--- src/rtl/register_window_pkg.sv ---
// register_window_pkg: shared width, region bases and address-region decode for the register window
package register_window_pkg;
  localparam int DATA_W = 32;
  localparam logic [4:0] GLB_BASE = 5'd0;
  localparam logic [4:0] OUT_BASE = 5'd8;
  localparam logic [4:0] LOC_BASE = 5'd16;
  localparam logic [4:0] IN_BASE = 5'd24;
  typedef logic [DATA_W-1:0] word_t;
  typedef enum logic [1:0] {RG_GLB, RG_OUT, RG_LOC, RG_IN} region_e;
  function automatic region_e region(input logic [4:0] a);
    return a >= IN_BASE ? RG_IN : a >= LOC_BASE ? RG_LOC : a >= OUT_BASE ? RG_OUT : RG_GLB;
  endfunction
endpackage

--- src/rtl/register_window_if.sv ---
// register_window_if: read/write bus of one register window, including neighbour and global links
interface register_window_if;
  import register_window_pkg::*;
  logic RFE;
  logic [7:0] RE;
  logic [4:0] RA, RB;
  logic WE, WEx, BE3, BE2, BE1;
  word_t in, GA, GB, AxIn, BxIn;
  word_t Aout, Bout, AxOut, BxOut;
  modport master(output RFE, RE, RA, RB, WE, WEx, BE3, BE2, BE1, in, GA, GB, AxIn, BxIn,
                 input Aout, Bout, AxOut, BxOut);
  modport slave(input RFE, RE, RA, RB, WE, WEx, BE3, BE2, BE1, in, GA, GB, AxIn, BxIn,
                output Aout, Bout, AxOut, BxOut);
endinterface

--- src/rtl/register_window_reg_bank8.sv ---
// reg_bank8: 8-entry bank with sync reset, one write port and two combinational read ports
module reg_bank8
  import register_window_pkg::*;
(
  input  logic       clk,
  input  logic       rst,
  input  logic       we,
  input  logic [2:0] waddr,
  input  word_t      wdata,
  input  logic [2:0] raddr_a,
  input  logic [2:0] raddr_b,
  output word_t      rdata_a,
  output word_t      rdata_b
);
  word_t mem_q [8];
  word_t mem_d [8];
  always_comb begin
    mem_d = mem_q;
    if (we) mem_d[waddr] = wdata;
  end
  always_ff @(posedge clk)
    for (int i = 0; i < 8; i++) mem_q[i] <= rst ? '0 : mem_d[i];
  assign rdata_a = mem_q[raddr_a];
  assign rdata_b = mem_q[raddr_b];
endmodule

--- src/rtl/register_window.sv ---
// register_window: SPARC window (locals+ins) with read mux; REGWIN_BYPASS_EN enables write-through forwarding
module register_window
  import register_window_pkg::*;
(
  input logic Clk,
  input logic Reset,
  register_window_if.slave bus
);
`ifdef REGWIN_BYPASS_EN
  localparam bit BYP = 1'b1;
`else
  localparam bit BYP = 1'b0;
`endif
  region_e ra_rg, rb_rg;
  logic wr_in, wr_loc, en_a, en_b;
  word_t loc_rd_a, loc_rd_b, ins_rd_a, ins_rd_b, loc_a, loc_b, ins_a, ins_b;
  function automatic word_t rd_mux(input logic en, input region_e r, input word_t g, x, l, i);
    return !en ? '0 : r == RG_GLB ? g : r == RG_OUT ? x : r == RG_LOC ? l : i;
  endfunction
  assign ra_rg = region(bus.RA);
  assign rb_rg = region(bus.RB);
  // neighbour writes to its outs (RA 8..15) land in our ins
  assign wr_in = bus.RFE & ((bus.WE & bus.BE3 & (ra_rg == RG_IN)) | (bus.WEx & bus.BE1 & (ra_rg == RG_OUT)));
  assign wr_loc = bus.RFE & bus.WE & bus.BE2 & (ra_rg == RG_LOC);
  reg_bank8 u_loc (
    .clk(Clk), .rst(Reset), .we(wr_loc), .waddr(bus.RA[2:0]), .wdata(bus.in),
    .raddr_a(bus.RA[2:0]), .raddr_b(bus.RB[2:0]), .rdata_a(loc_rd_a), .rdata_b(loc_rd_b)
  );
  reg_bank8 u_ins (
    .clk(Clk), .rst(Reset), .we(wr_in), .waddr(bus.RA[2:0]), .wdata(bus.in),
    .raddr_a(bus.RA[2:0]), .raddr_b(bus.RB[2:0]), .rdata_a(ins_rd_a), .rdata_b(ins_rd_b)
  );
  // port A always addresses the write target, port B only when the low index matches
  always_comb begin
    loc_a = BYP && wr_loc ? bus.in : loc_rd_a;
    loc_b = BYP && wr_loc && bus.RB[2:0] == bus.RA[2:0] ? bus.in : loc_rd_b;
    ins_a = BYP && wr_in ? bus.in : ins_rd_a;
    ins_b = BYP && wr_in && bus.RB[2:0] == bus.RA[2:0] ? bus.in : ins_rd_b;
    en_a = bus.RFE & bus.RE[bus.RA[4:2]];
    en_b = bus.RFE & bus.RE[bus.RB[4:2]];
    bus.Aout = rd_mux(en_a, ra_rg, bus.GA, bus.AxIn, loc_a, ins_a);
    bus.Bout = rd_mux(en_b, rb_rg, bus.GB, bus.BxIn, loc_b, ins_b);
    bus.AxOut = bus.RFE ? ins_a : '0;
    bus.BxOut = bus.RFE ? ins_b : '0;
  end
endmodule

--- src/flat_wrapper.sv ---
// flat-port wrapper written by rule: the top's interface ports become plain ports
module register_window_flat import register_window_pkg::*;
  (Clk, Reset, bus_RFE, bus_RE, bus_RA, bus_RB, bus_WE, bus_WEx, bus_BE3, bus_BE2, bus_BE1, bus_in, bus_GA, bus_GB, bus_AxIn, bus_BxIn, bus_Aout, bus_Bout, bus_AxOut, bus_BxOut);
  register_window_if bus_i ();
  input logic Clk;
  input logic Reset;
  input wire logic [$bits(bus_i.RFE)-1:0] bus_RFE;
  input wire logic [$bits(bus_i.RE)-1:0] bus_RE;
  input wire logic [$bits(bus_i.RA)-1:0] bus_RA;
  input wire logic [$bits(bus_i.RB)-1:0] bus_RB;
  input wire logic [$bits(bus_i.WE)-1:0] bus_WE;
  input wire logic [$bits(bus_i.WEx)-1:0] bus_WEx;
  input wire logic [$bits(bus_i.BE3)-1:0] bus_BE3;
  input wire logic [$bits(bus_i.BE2)-1:0] bus_BE2;
  input wire logic [$bits(bus_i.BE1)-1:0] bus_BE1;
  input wire logic [$bits(bus_i.in)-1:0] bus_in;
  input wire logic [$bits(bus_i.GA)-1:0] bus_GA;
  input wire logic [$bits(bus_i.GB)-1:0] bus_GB;
  input wire logic [$bits(bus_i.AxIn)-1:0] bus_AxIn;
  input wire logic [$bits(bus_i.BxIn)-1:0] bus_BxIn;
  output wire logic [$bits(bus_i.Aout)-1:0] bus_Aout;
  output wire logic [$bits(bus_i.Bout)-1:0] bus_Bout;
  output wire logic [$bits(bus_i.AxOut)-1:0] bus_AxOut;
  output wire logic [$bits(bus_i.BxOut)-1:0] bus_BxOut;
  assign bus_i.RFE = bus_RFE;
  assign bus_i.RE = bus_RE;
  assign bus_i.RA = bus_RA;
  assign bus_i.RB = bus_RB;
  assign bus_i.WE = bus_WE;
  assign bus_i.WEx = bus_WEx;
  assign bus_i.BE3 = bus_BE3;
  assign bus_i.BE2 = bus_BE2;
  assign bus_i.BE1 = bus_BE1;
  assign bus_i.in = bus_in;
  assign bus_i.GA = bus_GA;
  assign bus_i.GB = bus_GB;
  assign bus_i.AxIn = bus_AxIn;
  assign bus_i.BxIn = bus_BxIn;
  assign bus_Aout = bus_i.Aout;
  assign bus_Bout = bus_i.Bout;
  assign bus_AxOut = bus_i.AxOut;
  assign bus_BxOut = bus_i.BxOut;
  register_window u_core (.Clk(Clk), .Reset(Reset), .bus(bus_i));
endmodule
--- config.mk ---
export PLATFORM = sky130hd
export DESIGN_NAME = register_window_flat
export DESIGN_NICKNAME = d
export VERILOG_FILES = /design/src/rtl/register_window_pkg.sv /design/src/rtl/register_window_if.sv /design/src/rtl/register_window_reg_bank8.sv /design/src/rtl/register_window.sv /design/src/flat_wrapper.sv
export SDC_FILE = /design/constraint.sdc
export NUM_CORES = 2
export LEC_CHECK = 0
export ABC_AREA = 0
export CAP_MARGIN = 25
export CORE_ASPECT_RATIO = 0.9
export CORE_MARGIN = 8
export CORE_UTILIZATION = 55
export DETAILED_ROUTE_END_ITERATION = 7
export GPL_TIMING_DRIVEN = 1
export PLACE_DENSITY_LB_ADDON = 0.15
export SETUP_SLACK_MARGIN = 0.3
export SKIP_LAST_GASP = 1
export SLEW_MARGIN = 20
export SYNTH_ARGS = -nofsm -noshare
export SYNTH_HDL_FRONTEND = slang
export SYNTH_HIERARCHICAL = 1
export SYNTH_SLANG_ARGS = --single-unit
--- constraint.sdc ---
create_clock -name Clk -period 6.7 [get_ports Clk]
set_input_delay 1.34 -clock Clk [delete_from_list [all_inputs] [get_ports Clk]]
set_output_delay 1.34 -clock Clk [all_outputs]
set_load 0.05 [all_outputs]
==> run summary <==
The flow ran to the end, and the final reports show no timing, DRC or antenna violations. The peak per-stage delay on the critical path was 730 ps; the wire length per cell after detailed routing was 29.2 µm. For the worst setup path, the data required time is 5360 ps. The initialized floorplan defines 80 standard-cell rows. The path class of the tightest hold or removal check is reg -> reg. For the number of warning messages in the yosys log, the log shows 6.

The detail route stage leaves a number of antenna-violating nets equal to 0. For the pin with the worst max-slew slack, the measured transition is 1280 ps. The library cells used most frequently in the layout, excluding fill and tap cells, are sky130_fd_sc_hd__nand2_1 (1,059), sky130_fd_sc_hd__a21oi_1 (544), sky130_fd_sc_hd__dfxtp_1 (512), sky130_fd_sc_hd__clkdlybuf4s50_1 (301), sky130_fd_sc_hd__mux4_2 (204). The utilization of the core after routing was 64.6%; the area inside the core boundary was 0.0532 mm². Across all setup checks in the final design, the least slack found is 602 ps.

For the largest net degree at the start of global routing, the log shows 241. The largest delay contributor family on the critical path was buffers and inverters. The most instantiated flip-flop cell in the synthesis netlist was sky130_fd_sc_hd__dfxtp_1. The count of buffers added on input and output ports is 313.

Walking the worst path, the cells encountered are buf_6, buf_4, mux4_1, mux2_4, mux4_2, nand2_1, a21oi_1, clkdlybuf4s50_1. The die covers 0.0616 mm². TritonCTS built the clock tree. For the maximum clock rate, the log shows 164 MHz. The remaining global-route overflow is 0, and the clock network fraction of total power is 44.7%. The tools report the detailed-placement wirelength estimate as 74.4 mm.

The type of element launching the critical path is an input port. The part of the Yosys area used for sequential elements was 34.6%; the number of distinct standard cells referenced by the synthesized netlist was 38. Data arrives at the worst endpoint at 4760 ps.

The register cell area after layout is 0.0102 mm², and the switching component of the power is 1.72 mW. The number of global-route vias before repair is 25,484. The combined global-route utilization of all metal layers was 35.6%; the total standard cell area after synthesis was 0.0297 mm².

The run gives 26,218 as the count of vias placed by the detailed router. The startpoint of the worst-slack reg-to-reg timing path is u_core/u_ins/mem_q[10]. Logic gate share of total power: 10.8%. The first detailed-routing pass took 6 iterations.

The tools report the sequential share of power as 44.5%. The tools report the number of antenna violations at the first check in global routing as 10. The synthesized area per cell came out at 9.65 µm². Element type at the critical path end: an output pin. Cells with a size suffix above 1 make up 17.6% of the layout.

Cell with the biggest individual delay on the critical path: sky130_fd_sc_hd__clkdlybuf4s50_1. The number of DRC violations after detailed routing is 0. The design draws 6.88 mW. The smallest clock period supported by the final layout is computed as 6100 ps. Buffers inserted to repair hold after CTS numbered 0. For this block, the initial DRC count from the detailed router was 3,589. Counting flops and latches in the post-synthesis netlist gives 512. Of all nets on the critical path, the largest fanout is 71. In the final layout, the multi-input gates occupy 0.0174 mm². Count of final max-slew check failures: 0. Net switching is 25.0% of the power. Across the routed clock network, the largest skew measured is 0 ps. The initial utilization of the core area, before any placement, comes to 55.8%. The hold slack is 465 ps. In this run, synthesis inferred 0 flip-flops with an integrated enable. The clock root buffer was sky130_fd_sc_hd__clkbuf_16.

Together, buffers and inverters on the worst path number 3. For this run, the post-layout net count is 3,351. At the end of routability-driven placement, the weighted congestion stood at 0.971.

The tools report the post-place setup slack as 610 ps. The most critical setup path has its startpoint at bus_RA[0]. The routed design has 114 mm of wire.

Measured against its own limit, the worst slew margin works out to 14.7%. The first global-routing pass estimated 165 mm of wire. The internal power contribution is 5.16 mW. The total I/O pin count was 314. Fill cells in the final layout number 4,128. The total power density per cell area was 200 mW/mm²; the area added between synthesis and finish was 15.8%. The worst path uses 91.0% of the clock period. Setup repair after global routing left no endpoint under its margin. Leaving out fill and tap cells, the most frequent cell in the layout is sky130_fd_sc_hd__nand2_1.

Across the VDD grid, the largest voltage drop is 0.188 mV. Origin of the worst min-delay path: u_core/u_loc/mem_q[205]. Synthesis produced 3,075 cells. In this run the static leakage power is 11.9 nW. The floorplan step set the die height to 236 µm. The clock tree synthesis step divided the H-tree into 2 levels. The width of the chip was 261 µm; the number of hold violations in the final report was 0. Gates resized during post-CTS repair numbered 0. The longest clock path from root to sink contains 3 buffers. After clock tree synthesis, the clock-pin slew on the worst setup and hold paths is 60 ps. In this run the post-CTS setup repair buffer count came out at 0. The setup path with the least slack is of type in -> out. At the later pin of the worst-skew pair, clock insertion delay measures 620 ps.

Total clock sinks: 512. The setup-violating endpoint count in the final report came out at 0. The number of nets in the synthesized netlist is 3,261. Share of flip-flops with an asynchronous set or reset after synthesis: 0%.

The aggregate negative setup slack was 0 ps; the detail-routed via count per cell was 6.70. The tools report the number of max-capacitance violations reported as 0. In this run, CTS created clock tree buffers numbering 54.
==> kinds of logic (layout without fill, tap and decap cells) <==
group	Yosys count	in the layout	synth area share, %
simple gates	1197	1197	17.8
compound gates	549	549	9.33
flops	512	512	34.6
mux	456	456	31.1
buf+inv	361	494	7.12
other cells	0	6	0
==> final timing paths <==
| check | endpoint | cells after the start | slack [ps] |
|---|---|---|---|
| setup / recovery | bus_Aout[23] | 8 | 600 |
| setup reg to reg | u_core/u_ins/mem_q[10] | 2 | 5960 |
| hold reg to reg | u_core/u_loc/mem_q[205] | 2 | 460 |
| hold / removal | u_core/u_loc/mem_q[205] | 2 | 460 |
==> power by group through the flow <==
stage	Combinational, mW	Sequential (mW)	Clock (mW)
floorplan	0.482	3.13	0
CTS	0.731	3.06	3.08
finish	0.741	3.06	3.07
detailed placement	0.729	3.13	0
global placement	0.720	3.13	0
global route	0.766	3.06	3.21
==> cell type report <==
cell class,instances,area share [%]
clock inverters,13,0.343
well taps,697,2.54
repair buffers,394,11.6
flip-flops and latches,512,29.9
clock buffers,86,4.94
multi-input cells,2202,50.7
diodes,6,0.0437
inverters,1,0.0109
==> worst min-delay path: stages (launching register included) <==
cell and delay [ps]:
sky130_fd_sc_hd__dfxtp_1 310, sky130_fd_sc_hd__nand2_1 50, sky130_fd_sc_hd__a21oi_1 50
==> synth_stat cells (2+ instances only) <==
cell type,n,area (µm²)
sky130_fd_sc_hd__a21oi_1,544,2720
sky130_fd_sc_hd__and2_1,64,400
sky130_fd_sc_hd__and4_1,2,17.5
sky130_fd_sc_hd__and4b_1,6,60.1
sky130_fd_sc_hd__and4bb_2,6,75.1
sky130_fd_sc_hd__buf_1,9,33.8
sky130_fd_sc_hd__buf_2,104,521
sky130_fd_sc_hd__buf_4,86,646
sky130_fd_sc_hd__buf_6,40,450
sky130_fd_sc_hd__clkbuf_1,120,450
sky130_fd_sc_hd__dfxtp_1,512,10200
sky130_fd_sc_hd__mux2_2,114,1280
sky130_fd_sc_hd__mux2_4,18,270
sky130_fd_sc_hd__mux2i_1,4,40.0
sky130_fd_sc_hd__mux4_1,116,3050
sky130_fd_sc_hd__mux4_2,204,4590
sky130_fd_sc_hd__nand2_1,1059,3980
sky130_fd_sc_hd__nand3_1,2,10.0
sky130_fd_sc_hd__nand4_1,2,12.5
sky130_fd_sc_hd__nand4b_1,6,52.6
sky130_fd_sc_hd__nand4bb_1,6,67.6
sky130_fd_sc_hd__nor2_1,3,11.3
sky130_fd_sc_hd__nor2b_1,2,12.5
sky130_fd_sc_hd__nor4b_1,2,17.5
sky130_fd_sc_hd__nor4b_2,26,390
sky130_fd_sc_hd__nor4b_4,5,119
sky130_fd_sc_hd__or4b_1,2,20.0
==> registers in the layout (all words and copies together), names as in the netlist <==
register,flops
u_core/u_ins/mem_q,256
u_core/u_loc/mem_q,256
==> metal layers <==
metal / vias up / wire, µm / GRT usage (%)
li1: 11057 / - / -
met1: 12712 / 40500 / 44.0
met2: 2015 / 48600 / 53.2
met3: 420 / 17600 / 13.0
met4: 14 / 7360 / 20.3
met5: - / 92 / 0
==> stage by stage <==
stage	std cells	cell area, µm²
4_1_cts	3905	34300
3_3_place_gp	3803	32400
3_5_place_dp	3806	32500
2_1_floorplan	3075	29700
6_report	3911	34300
5_1_grt	3906	34300
(Power assumes the default switching activity.)
